==> src/rtl/nibble_serial_adder_if.sv <==
// Operand/result handshake bundle for the nibble-serial adder.
interface nibble_serial_adder_if #(
   parameter int NIBBLES = 4
);
   localparam int W = 4 * NIBBLES;

   logic         in_valid;
   logic         in_ready;
   logic [W-1:0] a;
   logic [W-1:0] b;
   logic         cin;
   logic         out_valid;
   logic         out_ready;
   logic [W-1:0] sum;
   logic         cout;

   // Producer/consumer side (drives operands, consumes results)
   modport master (
      output in_valid, a, b, cin, out_ready,
      input  in_ready, out_valid, sum, cout
   );

   // Adder side
   modport slave (
      input  in_valid, a, b, cin, out_ready,
      output in_ready, out_valid, sum, cout
   );
endinterface

==> src/rtl/nibble_serial_adder.sv <==
// Multi-word adder that walks one nibble per clock through a single
// 4-bit slice, holding the inter-nibble carry in a register.
//
// state | meaning
// ------+-------------------------------------------------------------
// IDLE  | waiting for operands, in_ready high
// RUN   | one nibble added per cycle, LSB nibble first
// DONE  | result held on sum/cout with out_valid high until out_ready

// Single 4-bit ripple slice.
module adder4bits (
   output logic       cout,
   output logic [3:0] sum,
   input  logic [3:0] a,
   input  logic [3:0] b,
   input  logic       cin
);
   // Plain 5-bit add of two nibbles plus carry-in
   assign {cout, sum} = {1'b0, a} + {1'b0, b} + {4'b0000, cin};
endmodule

module nibble_serial_adder #(
   parameter int NIBBLES = 4
) (
   input logic                  clk,
   input logic                  rst_n,
   nibble_serial_adder_if.slave bus
);
   localparam int W  = 4 * NIBBLES;
   localparam int CW = $clog2((NIBBLES < 2) ? 2 : NIBBLES);
   localparam logic [CW-1:0] LAST = CW'(NIBBLES - 1);

   typedef enum logic [1:0] {
      IDLE = 2'd0,
      RUN  = 2'd1,
      DONE = 2'd2
   } state_t;

   state_t        state_q;
   logic [W-1:0]  sa_q;
   logic [W-1:0]  sb_q;
   logic [W-1:0]  acc_q;
   logic [W-1:0]  sum_q;
   logic          c_q;
   logic          cout_q;
   logic [CW-1:0] cnt_q;

   logic          cout_n;
   logic [3:0]    sum_n;
   logic [W-1:0]  acc_d;

   adder4bits u_slice (cout_n, sum_n, sa_q[3:0], sb_q[3:0], c_q);

   // New nibble enters at the top; after NIBBLES shifts the LSB nibble
   // has reached bit 0. Written as shift/or so it also holds for W = 4.
   assign acc_d = (acc_q >> 4) | (W'(sum_n) << (W - 4));

   // Sequencing FSM with operand/result shift registers
   always_ff @(posedge clk or negedge rst_n) begin
      if (!rst_n) begin
         state_q <= IDLE;
         sa_q    <= '0;
         sb_q    <= '0;
         acc_q   <= '0;
         sum_q   <= '0;
         c_q     <= 1'b0;
         cout_q  <= 1'b0;
         cnt_q   <= '0;
      end else begin
         case (state_q)
            IDLE: begin
               if (bus.in_valid) begin
                  sa_q    <= bus.a;
                  sb_q    <= bus.b;
                  c_q     <= bus.cin;
                  cnt_q   <= '0;
                  state_q <= RUN;
               end
            end
            RUN: begin
               acc_q <= acc_d;
               sa_q  <= sa_q >> 4;
               sb_q  <= sb_q >> 4;
               c_q   <= cout_n;
               cnt_q <= cnt_q + 1'b1;
               if (cnt_q == LAST) begin
                  sum_q   <= acc_d;
                  cout_q  <= cout_n;
                  state_q <= DONE;
               end
            end
            DONE: begin
               if (bus.out_ready) begin
                  state_q <= IDLE;
               end
            end
            default: state_q <= IDLE;
         endcase
      end
   end

   assign bus.in_ready  = (state_q == IDLE);
   assign bus.out_valid = (state_q == DONE);
   assign bus.sum       = sum_q;
   assign bus.cout      = cout_q;
endmodule

==> src/flat_wrapper.sv <==
// flat-port wrapper written by rule: the top's interface ports become plain ports
module nibble_serial_adder_flat 
#(
   parameter int NIBBLES = 4
)
  (clk, rst_n, bus_in_valid, bus_a, bus_b, bus_cin, bus_out_ready, bus_in_ready, bus_out_valid, bus_sum, bus_cout);
  nibble_serial_adder_if #(.NIBBLES(NIBBLES)) bus_i ();
  input logic clk;
  input logic rst_n;
  input wire logic [$bits(bus_i.in_valid)-1:0] bus_in_valid;
  input wire logic [$bits(bus_i.a)-1:0] bus_a;
  input wire logic [$bits(bus_i.b)-1:0] bus_b;
  input wire logic [$bits(bus_i.cin)-1:0] bus_cin;
  input wire logic [$bits(bus_i.out_ready)-1:0] bus_out_ready;
  output wire logic [$bits(bus_i.in_ready)-1:0] bus_in_ready;
  output wire logic [$bits(bus_i.out_valid)-1:0] bus_out_valid;
  output wire logic [$bits(bus_i.sum)-1:0] bus_sum;
  output wire logic [$bits(bus_i.cout)-1:0] bus_cout;
  assign bus_i.in_valid = bus_in_valid;
  assign bus_i.a = bus_a;
  assign bus_i.b = bus_b;
  assign bus_i.cin = bus_cin;
  assign bus_i.out_ready = bus_out_ready;
  assign bus_in_ready = bus_i.in_ready;
  assign bus_out_valid = bus_i.out_valid;
  assign bus_sum = bus_i.sum;
  assign bus_cout = bus_i.cout;
  nibble_serial_adder #(.NIBBLES(NIBBLES)) u_core (.clk(clk), .rst_n(rst_n), .bus(bus_i));
endmodule
==> config.mk <==
export PLATFORM = sky130hd
export DESIGN_NAME = nibble_serial_adder_flat
export DESIGN_NICKNAME = d
export VERILOG_FILES = /design/src/rtl/nibble_serial_adder_if.sv /design/src/rtl/nibble_serial_adder.sv /design/src/flat_wrapper.sv
export SDC_FILE = /design/constraint.sdc
export NUM_CORES = 1
export LEC_CHECK = 0
export CORE_MARGIN = 4
export CORE_UTILIZATION = 45
export CTS_CLUSTER_DIAMETER = 150
export DETAILED_ROUTE_END_ITERATION = 8
export HOLD_SLACK_MARGIN = 0.06
export PLACE_DENSITY = 0.76
export SYNTH_ARGS = -nofsm -noshare
export SYNTH_HDL_FRONTEND = slang
export SYNTH_HIERARCHICAL = 1
export SYNTH_SLANG_ARGS = --single-unit
export TNS_END_PERCENT = 100
==> constraint.sdc <==
create_clock -name clk -period 2.9 [get_ports clk]
set_input_delay 0.87 -clock clk [delete_from_list [all_inputs] [get_ports clk]]
set_output_delay 0.87 -clock clk [all_outputs]
set_load 0.1 [all_outputs]
== Word-level counts from Yosys, hierarchy flattened ==
Cells that the tools add are included.

* Add/sub/neg operators: 3
* Equal/unequal tests: 6
* Muxes and demuxes: 12
* Bitwise logic cells: 1
* Reductions and logical operators: 5

{| class="wikitable"
|+ Operators by type and width
! kind !! count
|-
| 16-bit one-hot mux with 2 select lines || 2
|-
| 16-bit two-way mux || 2
|-
| 12-bit by 16-bit OR with 16-bit output || 1
|-
| 2-bit two-way mux || 4
|-
| 2-bit one-hot mux with 3 select lines || 1
|-
| 4-bit by 4-bit adder with 5-bit output || 1
|-
| 5-bit by 1-bit adder with 5-bit output || 1
|-
| 2-bit equality test (second input constant) || 2
|-
| 2-bit != test (second input constant) || 2
|-
| 2-bit one-hot mux with 2 select lines || 1
|-
| 2-bit AND reduction || 2
|-
| 3-bit AND reduction || 1
|-
| 2-bit by 1-bit adder with 2-bit output (second input constant) || 1
|-
| 2-bit by 1-bit equality test with 1-bit output (second input constant) || 1
|-
| 2-bit zero test || 1
|-
| 2-bit by 1-bit != test with 1-bit output (second input constant) || 1
|-
| 1-bit one-hot mux with 2 select lines || 1
|-
| 2-bit nonzero test || 1
|-
| 1-bit two-way mux || 1
|}

* Register bits: 70
* Input port bits: 37
* Output and inout bits: 19
* Word-level logic and storage cells: 35

== Depth between registers and ports, before layout ==
* Depth after elaboration: 3
* Depth in mapped cells: 8
* Gate-level depth less buffers: 8

== Modules after synthesis ==
The synthesis kept the hierarchy.

{| class="wikitable"
|+ Modules (own cells, without submodules)
! module !! instances !! cells each !! sequential area each (sq um) !! area an instance (sq um)
|-
| nibble_serial_adder || 1 || 236 || 1651.6 || 2687.6
|-
| adder4bits || 1 || 16 || 0.0 || 143.9
|}

== Worst setup path after synthesis ==
Ideal clock, no wire load.

* Kind: register to output
* Start point: reg u_core.state_q[1]
* End point: out bus_out_valid
* Data required time: 2030 ps
* Slack: -56 ps
* Arrival time: 2086 ps
* Path buffers: 1
* Cell stages (with the launch flop): 4
* Cells stage by stage: dfrtp_1 clkinv_1 clkbuf_1 nor2_1

* Longest elaborated chain between the ends: 1

{| class="wikitable"
|+ RTL lines
! what !! line !! RTL
|-
| start: declaration || nibble_serial_adder.sv:39 || <nowiki>state_t state_q;</nowiki>
|-
| start signal: assignment || nibble_serial_adder.sv:61 || <nowiki>state_q <= IDLE;</nowiki>
|-
| start signal: assignment || nibble_serial_adder.sv:77 || <nowiki>state_q <= RUN;</nowiki>
|-
| start signal: assignment || nibble_serial_adder.sv:89 || <nowiki>state_q <= DONE;</nowiki>
|-
| 2-bit equality test || nibble_serial_adder.sv:103 || <nowiki>assign bus.out_valid = (state_q == DONE);</nowiki>
|-
| end: declaration || flat_wrapper.sv:16 || <nowiki>output wire logic [$bits(bus_i.out_valid)-1:0] bus_out_valid;</nowiki>
|}

No other way between the ends.

== Final worst setup path ==
Ends and elaborated chain as after synthesis.

==> results.txt <==
- Count of placed standard cells including taps: 370
- The number of antenna diodes in the final layout is 0.
- Worst hold path class: flop to flop
- Area growth from synthesis to layout: 26.4%
- Number of cells produced by synthesis: 252
* Hold Fails Final Rpt: 0
* Area enclosed by the die boundary: 7630 µm²
* Standard cell core area: 6030 µm²
- Synthesis inferred 66 register bits.
- The floorplan has 28 rows.
- Hold WS: 0.488 ns
* Post-synthesis cell area: 2830 µm²
- For the final routed database, the setup TNS stands at 0 ns.
- Count of input and output buffers: 55
* Critical path capture point type: output pin
- In this run the most critical hold path is launched from u_core/acc_q[4].
- Count of nets after finishing: 349
* Number of max-cap violations: 0
- Worst Setup Start Kind: flop
- The first routing iteration left 96 violations.
- Finished Core Util: 59.4%
- The number of nets in the synthesized netlist is 295.
- Setup repair after global routing missed its margin: false
- The first detailed-routing pass ran for 4 iterations.
- Counting along the longest clock path gives a buffer depth of 2.
- Most frequent cells in the layout: dfrtp_1, nand2_1, clkdlybuf4s50_1
* Clock insertion delay at the later pin of the skew report: 0.34 ns
- TritonCTS clock tree: yes
* Reg-to-reg startpoint: u_core/sa_q[0]
- For the pin with the worst max-slew slack, the measured transition is 0.874 ns.
- Dividing the final minimum period by the clock period gives 76.1%.
* RR Endpoint: u_core/bus.cout
- Final weighted congestion in routability-driven placement: 0.758
- Total routed wirelength: 6.15 mm
- For this design, the CTS-stage hold fixing added 0 buffers.
- Number of flops mapped to enable cells by yosys: 0
- The synthesized netlist contains 30 unique library cells.
* Global-route wire length before repair: 10.2 mm
- FMAX: 453 MHz
* HPWL reported at the end of detailed placement: 4.33 mm
- The path with the worst hold slack has its endpoint at u_core/acc_q[4].
- Post-CTS resize count: 0
- Proportion of synthesized chip area in sequential cells: 58.3%
- The average instance in the mapped netlist occupies 11.2 µm².
- The tree built by TritonCTS fans out to 66 sinks.
- Post-DRT Antenna Nets: 0
- At the worst endpoint, the arrival time is 1.34 ns.
* Final non-filler cell total: 386
- Synth warnings: 6
- The initial utilization of the core area, before any placement, comes to 47.0%.
- Maximum level of the CTS H-tree: 3
* Die span in y: 87.3 µm
- Ports: 56
- Clk_skew: 0.00503 ns
- Relative slew slack: 41.7%
- Synth area leaders: dfrtp_1, o22ai_1, nand2_1
* Cell taking the most area after synthesis: dfrtp_1
- STA puts the critical path data required time at 2.03 ns.
* Layout cells sized above 1: 19.6%
- Entering global routing, the biggest net connects 40 pins.
* Die X: 87.3 µm
- Setup violations remaining at the end of the flow were counted as 0.
- The number of antenna violations at the first check in global routing is 0.
- Postcts setup bufs: 0
* Vias per Instance: 5.48
- Most used DFF post-synth: dfrtp_1
* Commonest non-fill, non-tap cell in the layout: dfrtp_1
- Along the worst hold path, the cell count comes to 2.
- The via count of the first global-routing pass came to 2125.
- Period minus WS final: 2.21 ns
- The synthesized design devotes to its leading area cell type 58.3% of total area.
- Global routing used 17.4% of the available tracks.
- Vias: 2116
- Post-synth ARST share: 100%
* Clock edge transition at the registers on the reported setup and hold paths: 0.06 ns
- Counting the buffers created by CTS gives 9.
* Clk Tree Root Cell: clkbuf_8
* Crit path kind: flop to output pin
* Crit path max fanout: 8
* Worst-case reg-to-reg path depth: 7
- After detailed routing, the average wire length per cell comes to 15.9 µm.
- The count of final max-slew check failures is 0.
* Overflow left after global routing: 0
- Final routed DRC violation total: 0
* FF-to-FF setup slack: 1.06 ns
- Run status: finished, final reports clean
-- final cells by class --
| cell class | instances | area [µm²] |
|---|---|---|
| multi-input combinational | 165 | 1080 |
| inverter | 6 | 22.5 |
| tap | 75 | 93.8 |
| clock inverter | 2 | 10.0 |
| clock buffer | 14 | 173 |
| timing repair buffer | 58 | 546 |
| sequential | 66 | 1650 |
| fill | 513 | 2450 |
-- metal layers --
layer / wire, µm / track usage [%]
met1: 2650 / 22.5
met4: 110 / 6.83
met3: 468 / 5.87
met2: 2910 / 26.9
met5: 0 / 0
-- synthesized netlist by cell type, types with 5 or more instances --
cell type and n:
clkbuf_1 5, dfrtp_1 66, nand2b_1 5, nor2_1 18, a22o_1 9, a21oi_1 26
inv_1 5, buf_2 6, mux2_2 8, o22ai_1 34, mux2_4 9, nand2_1 37
-- critical path, cell delays in order (launching register included) --
cell and delay [ns]:
dfrtp_1 0.49, clkinv_1 0.15, nor2_2 0.16, buf_12 0.19
-- logic make-up after synthesis --
kind of cell	synth area share [%]
and+or+nand+nor	9.59
xor gates and xnor gates	0.619
DFF	58.3
buffers and inverters	3.49
AOI/OAI and AO/OA	16.8
muxes	7.95
adders and majority gates	3.18
-- flip-flops by register name, summed over array words and instances (netlist names) --
signal / count
u_core/sa_q: 16
u_core/cnt_q: 2
u_core/bus.cout: 1
u_core/state_q: 2
u_core/c_q: 1
u_core/acc_q: 12
u_core/bus.sum: 16
u_core/sb_q: 16
-- per-stage QoR --
stage / cell area (µm²) / setup WS [ns]
2_1_floorplan: 2830 / 0.240
3_3_place_gp: 3400 / 0.681
3_5_place_dp: 3400 / 0.612
4_1_cts: 3580 / 0.684
5_1_grt: 3580 / 0.634
6_report: 3580 / 0.692
-- worst max path at each step --
stage          cells past startpoint         startpoint              end  slack, ns
4_1_cts                            2  u_core/state_q[0]     bus_in_ready       0.68
2_1_floorplan                      2  u_core/state_q[0]     bus_in_ready       0.24
3_5_place_dp                       4       bus_in_valid  u_core/sb_q[10]       0.61
3_3_place_gp                       4       bus_in_valid   u_core/sa_q[4]       0.68
5_1_grt                            2  u_core/state_q[0]     bus_in_ready       0.63
6_report                           3  u_core/state_q[1]    bus_out_valid       0.69
Power is left out: the tool's default activity adds up to more than one toggle a clock period on the data nets, which glitch-free logic cannot reach.
